<file path="src/rtl/nonce_search_ctrl.sv">
// nonce_search_ctrl: sweeps a 32-bit nonce over a latched header, issues each candidate to the hash stage and stops on the first hash under target or on exhaustion/timeout
//   in  clk, reset (async, active-high), start, bloque_datos[95:0], target[7:0], hash_H[23:0], hash_ok
//   out hash_bloque[127:0] = {header, nonce}, hash_req, busy, terminado, found, timeout, bounty[55:0] = {nonce, H}
//   NONCE_SEARCH_STATS_EN adds out intentos[31:0]: hash_req pulses since the last accepted start
module nonce_search_ctrl #(
   parameter logic [31:0] NONCE_START = 32'h0000_0000,
   parameter logic [31:0] NONCE_LAST  = 32'hFFFF_FFFF,
   parameter int unsigned MAX_WAIT    = 16
) (
   input  logic         clk,
   input  logic         reset,
   input  logic         start,
   input  logic [95:0]  bloque_datos,
   input  logic [7:0]   target,
   output logic [127:0] hash_bloque,
   output logic         hash_req,
   input  logic [23:0]  hash_H,
   input  logic         hash_ok,
   output logic         busy,
   output logic         terminado,
   output logic         found,
   output logic         timeout,
`ifdef NONCE_SEARCH_STATS_EN
   output logic [31:0]  intentos,
`endif
   output logic [55:0]  bounty
);
   typedef enum logic [2:0] {IDLE, ISSUE, WAIT, CHECK, DONE} state_t;
   state_t state, state_nx;
   logic [95:0] hdr;
   logic [7:0]  tgt;
   logic [31:0] nonce;
   logic [23:0] h;
   logic [15:0] wcnt;
   logic        go, hit, expired;
   assign go          = start && (state == IDLE || state == DONE);
   assign hit         = (h[23:16] < tgt) && (h[15:8] < tgt);
   // last WAIT cycle; a hash_ok arriving here still wins over the timeout
   assign expired     = wcnt == 16'(MAX_WAIT - 1);
   assign hash_bloque = {hdr, nonce};
   assign hash_req    = state == ISSUE;
   assign busy        = state == ISSUE || state == WAIT || state == CHECK;
   assign terminado   = state == DONE;
   always_ff @(posedge clk or posedge reset)
      if (reset) state <= IDLE;
      else state <= state_nx;
   always_comb begin
      state_nx = state;
      case (state)
         IDLE, DONE: state_nx = go ? ISSUE : state;
         ISSUE:      state_nx = WAIT;
         WAIT:       state_nx = hash_ok ? CHECK : expired ? DONE : WAIT;
         CHECK:      state_nx = (hit || nonce == NONCE_LAST) ? DONE : ISSUE;
         default:    state_nx = IDLE;
      endcase
   end
   always_ff @(posedge clk or posedge reset)
      if (reset) begin
         hdr     <= '0;
         tgt     <= '0;
         nonce   <= NONCE_START;
         h       <= '0;
         wcnt    <= '0;
         found   <= 1'b0;
         timeout <= 1'b0;
         bounty  <= '0;
      end else begin
         wcnt <= (state == WAIT) ? wcnt + 16'd1 : 16'd0;
         if (go) begin
            hdr     <= bloque_datos;
            tgt     <= target;
            nonce   <= NONCE_START;
            found   <= 1'b0;
            timeout <= 1'b0;
            bounty  <= '0;
         end
         if (state == WAIT && hash_ok) h <= hash_H;
         if (state == WAIT && !hash_ok && expired) timeout <= 1'b1;
         if (state == CHECK && hit) begin
            found  <= 1'b1;
            bounty <= {nonce, h};
         end
         if (state == CHECK && !hit && nonce != NONCE_LAST) nonce <= nonce + 32'd1;
      end
`ifdef NONCE_SEARCH_STATS_EN
   always_ff @(posedge clk or posedge reset)
      if (reset) intentos <= '0;
      else if (go) intentos <= '0;
      else if (hash_req && intentos != 32'hFFFF_FFFF) intentos <= intentos + 32'd1;
`endif
endmodule
</file>
<file path="config.mk">
export PLATFORM = sky130hd
export DESIGN_NAME = nonce_search_ctrl
export DESIGN_NICKNAME = d
export VERILOG_FILES = /design/src/rtl/nonce_search_ctrl.sv
export SDC_FILE = /design/constraint.sdc
export NUM_CORES = 1
export LEC_CHECK = 0
export BUFFER_PORTS_ARGS = -buffer_cell sky130_fd_sc_hd__buf_2
export CAP_MARGIN = 20
export CORE_MARGIN = 10
export CORE_UTILIZATION = 40
export DETAILED_ROUTE_END_ITERATION = 12
export PLACE_DENSITY = 0.67
export SKIP_LAST_GASP = 1
export SYNTH_ARGS = -nofsm -noshare
export SYNTH_HDL_FRONTEND = slang
export SYNTH_SLANG_ARGS = --single-unit
</file>
<file path="constraint.sdc">
create_clock -name clk -period 6.3 [get_ports clk]
set_input_delay 0.315 -clock clk [delete_from_list [all_inputs] [get_ports clk]]
set_output_delay 0.315 -clock clk [all_outputs]
set_load 0.05 [all_outputs]
</file>
==> qor.yml, run 1 <==
crit_type: "register to register"
min_period_over_period_pct: 46.84
cts_sinks: 237
grt_first_pass_wirelength_um: 50920
dieArea_um2: 31690
cts.repair.resized: 0
fillers: 2082
final_nets: 1619
synthXorXnorAreaFrac_pct: 1.227
timing.rr.start: "nonce[0]"
slew_viol_final: 0
drive_gt1_share_pct: 27.47
synth_top_family_by_area: "simple AND/OR/NAND/NOR gates"
start_util_pct: 40.84
holdCritStartpoint: "hash_H[2]"
period_needed_ns: 2.951
power_density_nw_per_um2: 553.3
synth.cell_area_um2: 9990
yosys.area.top_type: "dfrtp_1"
grt_usage_pct: 19.69
viasPerCell: 4.991
synth_nets: 1213
setup_violations: 0
required_ns: 6.71
grt_pass1_vias: 9374
cp_common_cell: "and3_1"
r2r-end: "nonce[23]"
routabilityCongestion: 0.8001
final_cell_area_um2: 13820
fin_setup_tns_ns: 0
cts_made_buffers: 26
htreeDepth: 1
antenna_found_initial: 2
cts_tree: "yes"
multi_input_area_um2: 3784
numPortBuffers: 320
wl_per_cell_um: 17.59
wl_um: 31950
end_kind: "register"
num_rows: 57
hold-worst-slack_ns: 0.01996
first_pass_iters: 5
cp_num_buf_inv: 0
critical-path-max-stage-delay_ns: 0.69
layout.cells.non_filler: 1816
max_slew.worst_pin.slew_ns: 1.041
clkTransAtPathRegs_ns: 0.06
ys_warn_count: 0
synth-compound-area-share_pct: 5.273
yosys.area_share.adder_pct: 2.004
synthArstFlopShare_pct: 100.0
worst_skew_pair.late_latency_ns: 0.52
ys_ff_latch: 237
skew_ns: 0.007373
reg2reg_depth: 8
core-area_um2: 24460
clk_path_buf_depth: 3
ir_worst_vdd_v: 0.0003594
synth_mux_area_share_pct: 3.119
crit_family: "simple AND/OR/NAND/NOR gates"
syn_to_final_growth_pct: 38.31
die_y_um: 178.0
ant_nets: 0
rrSetupSlack_ns: 3.35
synth-main-ff-cell: "dfrtp_1"
netlist-cell-type-count: 46
cts_root_buf: "clkbuf_16"
vias: 9063
min_path_cells: 2
arrival_ns: 3.36
max_cap_violations: 0
crit_fanout: 23
leakage_uw: 0.007551
hold_viol_final: 0
die_w_um: 178.0
synth_area_leaders: "dfrtp_1 (59%), nand2_1 (16%), nand3_1 (4.1%), mux2_2 (2.8%), ha_1 (2.0%)"
dp.cells: 1664
synth_top_area_share_pct: 59.37
slew_headroom_pct: 30.60
overflow: 0
placed_area_um2: 11880
fin_util_pct: 56.48
grt_max_degree: 171
synth_area_per_cell_um2: 9.380
critPathLaunchType: "register"
hpwlAfterDp_um: 21350
path_cells: "ha_1, and3_1, and3_1, nand3_2, o21ai_4, or2_1, o21ai_1, mux2_2"
synth_simple_gate_area_share_pct: 26.03
drc: 0
ys_seq_area_share_pct: 59.37
slowest_stage: "or2_1"
status: "finished clean"
fmax_ghz: 0.3389
hp-class: "input pin to register"
drt_iter0_drc: 707
rsz0062_at_grt: "false"
synthCells: 1065
synth_edf_count: 0
io_pins: 321
min_to: "h[2]"
seqCellArea_um2: 5931
-- how the worst max path moves through the flow --
stage,endpoint,slack (ns),startpoint,cells past startpoint
final,nonce[23],3.35,nonce[0],8
after detailed placement,nonce[23],3.37,nonce[0],8
after floorplan,bounty[0],2.88,reset,1
after global placement,nonce[23],3.42,nonce[0],8
after global routing,nonce[5],3.16,nonce[0],8
after CTS,nonce[23],3.36,nonce[0],8
-- cell type report --
cell class	count	area share (%)
inverter	15	0.4347
timing repair buffer	433	19.78
multi-input combinational	758	27.38
clock inverter	10	0.9237
clock buffer	36	5.569
sequential	237	42.92
tap	324	2.934
antenna	3	0.05433
-- power breakdown --
part	switching [µW]	internal, µW	leakage [µW]	total, µW
sequential	370	2080	0.00308	2450
combinational	2760	855	0.00403	3610
clock	618	970	0.000445	1590
total	3740	3900	0.00755	7640
-- worst reg2reg max path: stages, from the launching register on --
cell	delay (ns)
dfrtp_1	0.47
ha_1	0.24
and3_1	0.20
and3_1	0.36
nand3_2	0.17
o21ai_4	0.27
or2_1	0.69
o21ai_1	0.15
mux2_2	0.29
-- synthesized netlist by cell type, drive strengths merged (9+ instances only) --
cell / count
mux2: 25
nand3: 83
ha: 16
nor2: 30
a31oi: 15
o21ai: 33
buf: 19
nor3: 9
clkbuf: 36
a21oi: 15
inv: 15
and3: 21
nand2: 434
xor2: 11
dfrtp: 237
or3: 12
-- metal layers --
metal  part of all wire [%]  vias to the layer above  track usage [%]  wire length, µm
met5                      0                        -                0                0
met4                    3.5                        0            7.190             1111
met3                    9.0                       66            6.554             2883
met2                     48                      315            32.14            15310
met1                     40                     4379            23.81            12650
li1                       -                     4303                -                -
-- cell families (layout without fill, tap and decap cells) --
group                    count (synthesis)  after routing
AO/OA/AOI/OAI                           86             86
XOR/XNOR                                14             14
adder cells (fa/ha/maj)                 16             16
buffers and inverters                   70            494
flip-flops                             237            237
multiplexers                            28             28
other                                    0              3
AND/OR/NAND/NOR                        614            614
-- state kept, by name, summed over array words and instances, names as in the netlist --
signal / flops
tgt: 8
found: 1
h: 24
state: 3
nonce: 32
wcnt: 16
timeout: 1
hdr: 96
bounty: 56
-- stage by stage --
stage / power [µW] / setup slack [ns]
after floorplan: 5039 / 2.879
after global routing: 8103 / 3.160
after CTS: 7687 / 3.361
after detailed placement: 6019 / 3.375
final: 7645 / 3.349
after global placement: 5950 / 3.421
-- what timing repair did --
item / in CTS / in global routing
endpoints found under the hold margin: 131 / 1
setup buffers: 0 / 0
hold buffers: 102 / 1
endpoints found under the setup margin: 0 / 0
-- layout by cell type, fill, tap and decap left out, types with 15 or more instances in the layout --
cell type | netlist | layout
a21oi_1 | 15 | 15
a31oi_1 | 15 | 15
and3_1 | 21 | 21
buf_2 | 13 | 320
clkbuf_16 | 0 | 27
dfrtp_1 | 237 | 237
dlygate4sd3_1 | 0 | 103
ha_1 | 16 | 16
mux2_2 | 25 | 25
nand2_1 | 434 | 432
nand3_1 | 82 | 82
nor2_1 | 29 | 28
o21ai_0 | 31 | 30
No activity file was read; power rests on OpenSTA's default activity.
==> run 2: changes to the inputs <==
- clock period: 6.3 -> 2.4 ns (I/O delays scaled with it)
==> run 2 against run 1 <==
  * Non-clock buffer count increased by 82
  * Cell count increased by 4.6%
  * Sequential power increased to 2.6 times the previous value
  * Cell area increased by 7.4%
  * Critical path depth increased by 2
  * Wire length increased by 6.8%
  * Die area unchanged
  * Fmax increased by 25%
  * Largest cell class unchanged
  * Worst hold slack improved by 0.29 ns
  * Flip-flop and latch count unchanged
  * Via count increased by 5.1%
  * Critical endpoint unchanged
==> qor.yml, run 2 (synthesis results as in run 1) <==
status: "finished clean"
clk_path_buf_depth: 3
drive_gt1_share_pct: 31.02
max_cap_violations: 0
fillers: 1987
syn_to_final_growth_pct: 48.53
antenna_found_initial: 2
viasPerCell: 5.011
overflow: 0
hold_viol_final: 0
cp_common_cell: "a211oi_2"
cts_tree: "yes"
num_rows: 57
min_period_over_period_pct: 98.51
reg2reg_depth: 10
cp_num_buf_inv: 3
grt_max_degree: 89
min_path_cells: 4
cts_sinks: 237
reg_top3: "hdr x96, bounty x56, nonce x32"
final_common_cell: "nand2_1"
critPathLaunchType: "register"
path_cells: "inv_2, ha_4, a211oi_2, a211oi_2, nor4_4, buf_4, or2_4, buf_6, o21ai_2, mux2_4"
drc: 0
cts_made_buffers: 26
grt_pass1_vias: 9794
period_needed_ns: 2.364
required_ns: 2.81
top_register: "hdr"
p_total_uw: 21130
setup_violations: 0
io_pins: 321
skew_ns: 0.01619
hpwlAfterDp_um: 21940
crit_fanout: 6
path_depth: 10
arrival_ns: 2.77
ant_nets: 0
vias: 9521
start_util_pct: 40.84
numPortBuffers: 320
max_slew.worst_pin.slew_ns: 0.6625
core-area_um2: 24460
wl_per_cell_um: 17.96
final_nets: 1701
leakage_uw: 0.008014
final_cell_mix: "nand2_1 (432), buf_2 (320), dfrtp_1 (237), dlygate4sd3_1 (131), nand3_1 (71)"
worst_skew_pair.late_latency_ns: 0.53
slowest_stage: "nor4_4"
dieArea_um2: 31690
rsz0062_at_grt: "true"
die_w_um: 178.0
end_kind: "register"
slew_viol_final: 0
cts_root_buf: "clkbuf_16"
placed_area_um2: 12300
die_y_um: 178.0
power_density_nw_per_um2: 1424
drt_iter0_drc: 581
largest_reg_flops: 96
slew_headroom_pct: 55.83
crit_family: "simple AND/OR/NAND/NOR gates"
critical-path-max-stage-delay_ns: 0.41
grt_usage_pct: 20.08
hp-class: "input pin to register"
ir_worst_vdd_v: 0.0008514
htreeDepth: 1
clkTransAtPathRegs_ns: 0.06
grt_first_pass_wirelength_um: 51990
crit_type: "register to register"
first_pass_iters: 5
routabilityCongestion: 0.8175
fmax_ghz: 0.4230
final_cell_area_um2: 14840
wl_um: 34120
==> run 2: changes by cell type in the layout (fill, tap and decap cells not counted), sizes merged <==
cell         previous run  this run
bufinv                  3         2
clkinv                  6         8
buf                   330       380
dlygate4sd3           103       131
clkbuf                 36        41
==> run 2: worst register-to-register path, delay by kind of cell (launching register included) <==
family,cells,cell delay [ns]
buffers and inverters,3,0.45
AO/OA/AOI/OAI,3,0.39
adder cells (fa/ha/maj),1,0.21
flip-flops,1,0.37
AND/OR/NAND/NOR,2,0.56
multiplexers,1,0.26
==> run 2: worst paths after layout <==
path / slack (ns) / end / start
setup / recovery: 0.04 / nonce[23] / tgt[2]
hold / removal: 0.31 / hdr[2] / bloque_datos[2]
setup reg to reg: 0.04 / nonce[23] / tgt[2]
hold reg to reg: 0.46 / bounty[4] / h[4]
max in group asynchronous: 1.68 / hdr[28] / reset
min in group asynchronous: 0.32 / h[14] / reset
==> run 2: stage by stage <==
stage / utilization (%) / setup slack (ns) / hold slack, ns / TNS (ns) / std cells
2_1_floorplan: - / -0.8259 / 0.2254 / -196.94 / 1065
3_3_place_gp: 50.27 / -0.06667 / 0.3079 / -0.1729 / 1706
3_5_place_dp: 50.27 / -0.1271 / 0.3138 / -0.7203 / 1706
4_1_cts: 59.30 / -0.05552 / 0.2887 / -0.3442 / 1889
5_1_grt: 60.65 / -0.05627 / 0.3136 / -1.011 / 1899
6_report: 60.66 / 0.03571 / 0.3122 / 0 / 1900
==> run 2: repair_timing <==
item / in CTS / in global routing
setup endpoints to repair: 28 / 88
endpoints found under the hold margin: 367 / 0
setup buffers: 3 / 4
hold buffers: 131 / 0
gates resized for setup: 6 / 38
cloned: 1 / 5
pin swaps: 1 / 26
==> run 2: layout make-up <==
type | instances | area (µm²) | area share (%)
Sequential cell | 237 | 5931 | 39.97
Multi-Input combinational cell | 758 | 3973 | 26.77
Timing Repair Buffer | 515 | 3611 | 24.34
Clock buffer | 37 | 732.0 | 4.933
Tap cell | 324 | 405.4 | 2.732
Clock inverter | 11 | 118.9 | 0.8011
Inverter | 15 | 60.06 | 0.4048
Antenna cell | 3 | 7.507 | 0.05059
==> run 2: routing by layer <==
metal | global-route usage [%] | routed length, µm | up-vias
li1 | - | - | 4470
met1 | 23.88 | 13220 | 4633
met3 | 5.539 | 2742 | 76
met4 | 7.780 | 1192 | 0
met2 | 33.91 | 16960 | 342
met5 | 0 | 0 | -
==> run 2: power breakdown <==
part	switching [µW]	leakage, µW	internal (µW)
logic	7790	0.00451	3020
clock network	1630	0.000420	2340
registers	903	0.00308	5450
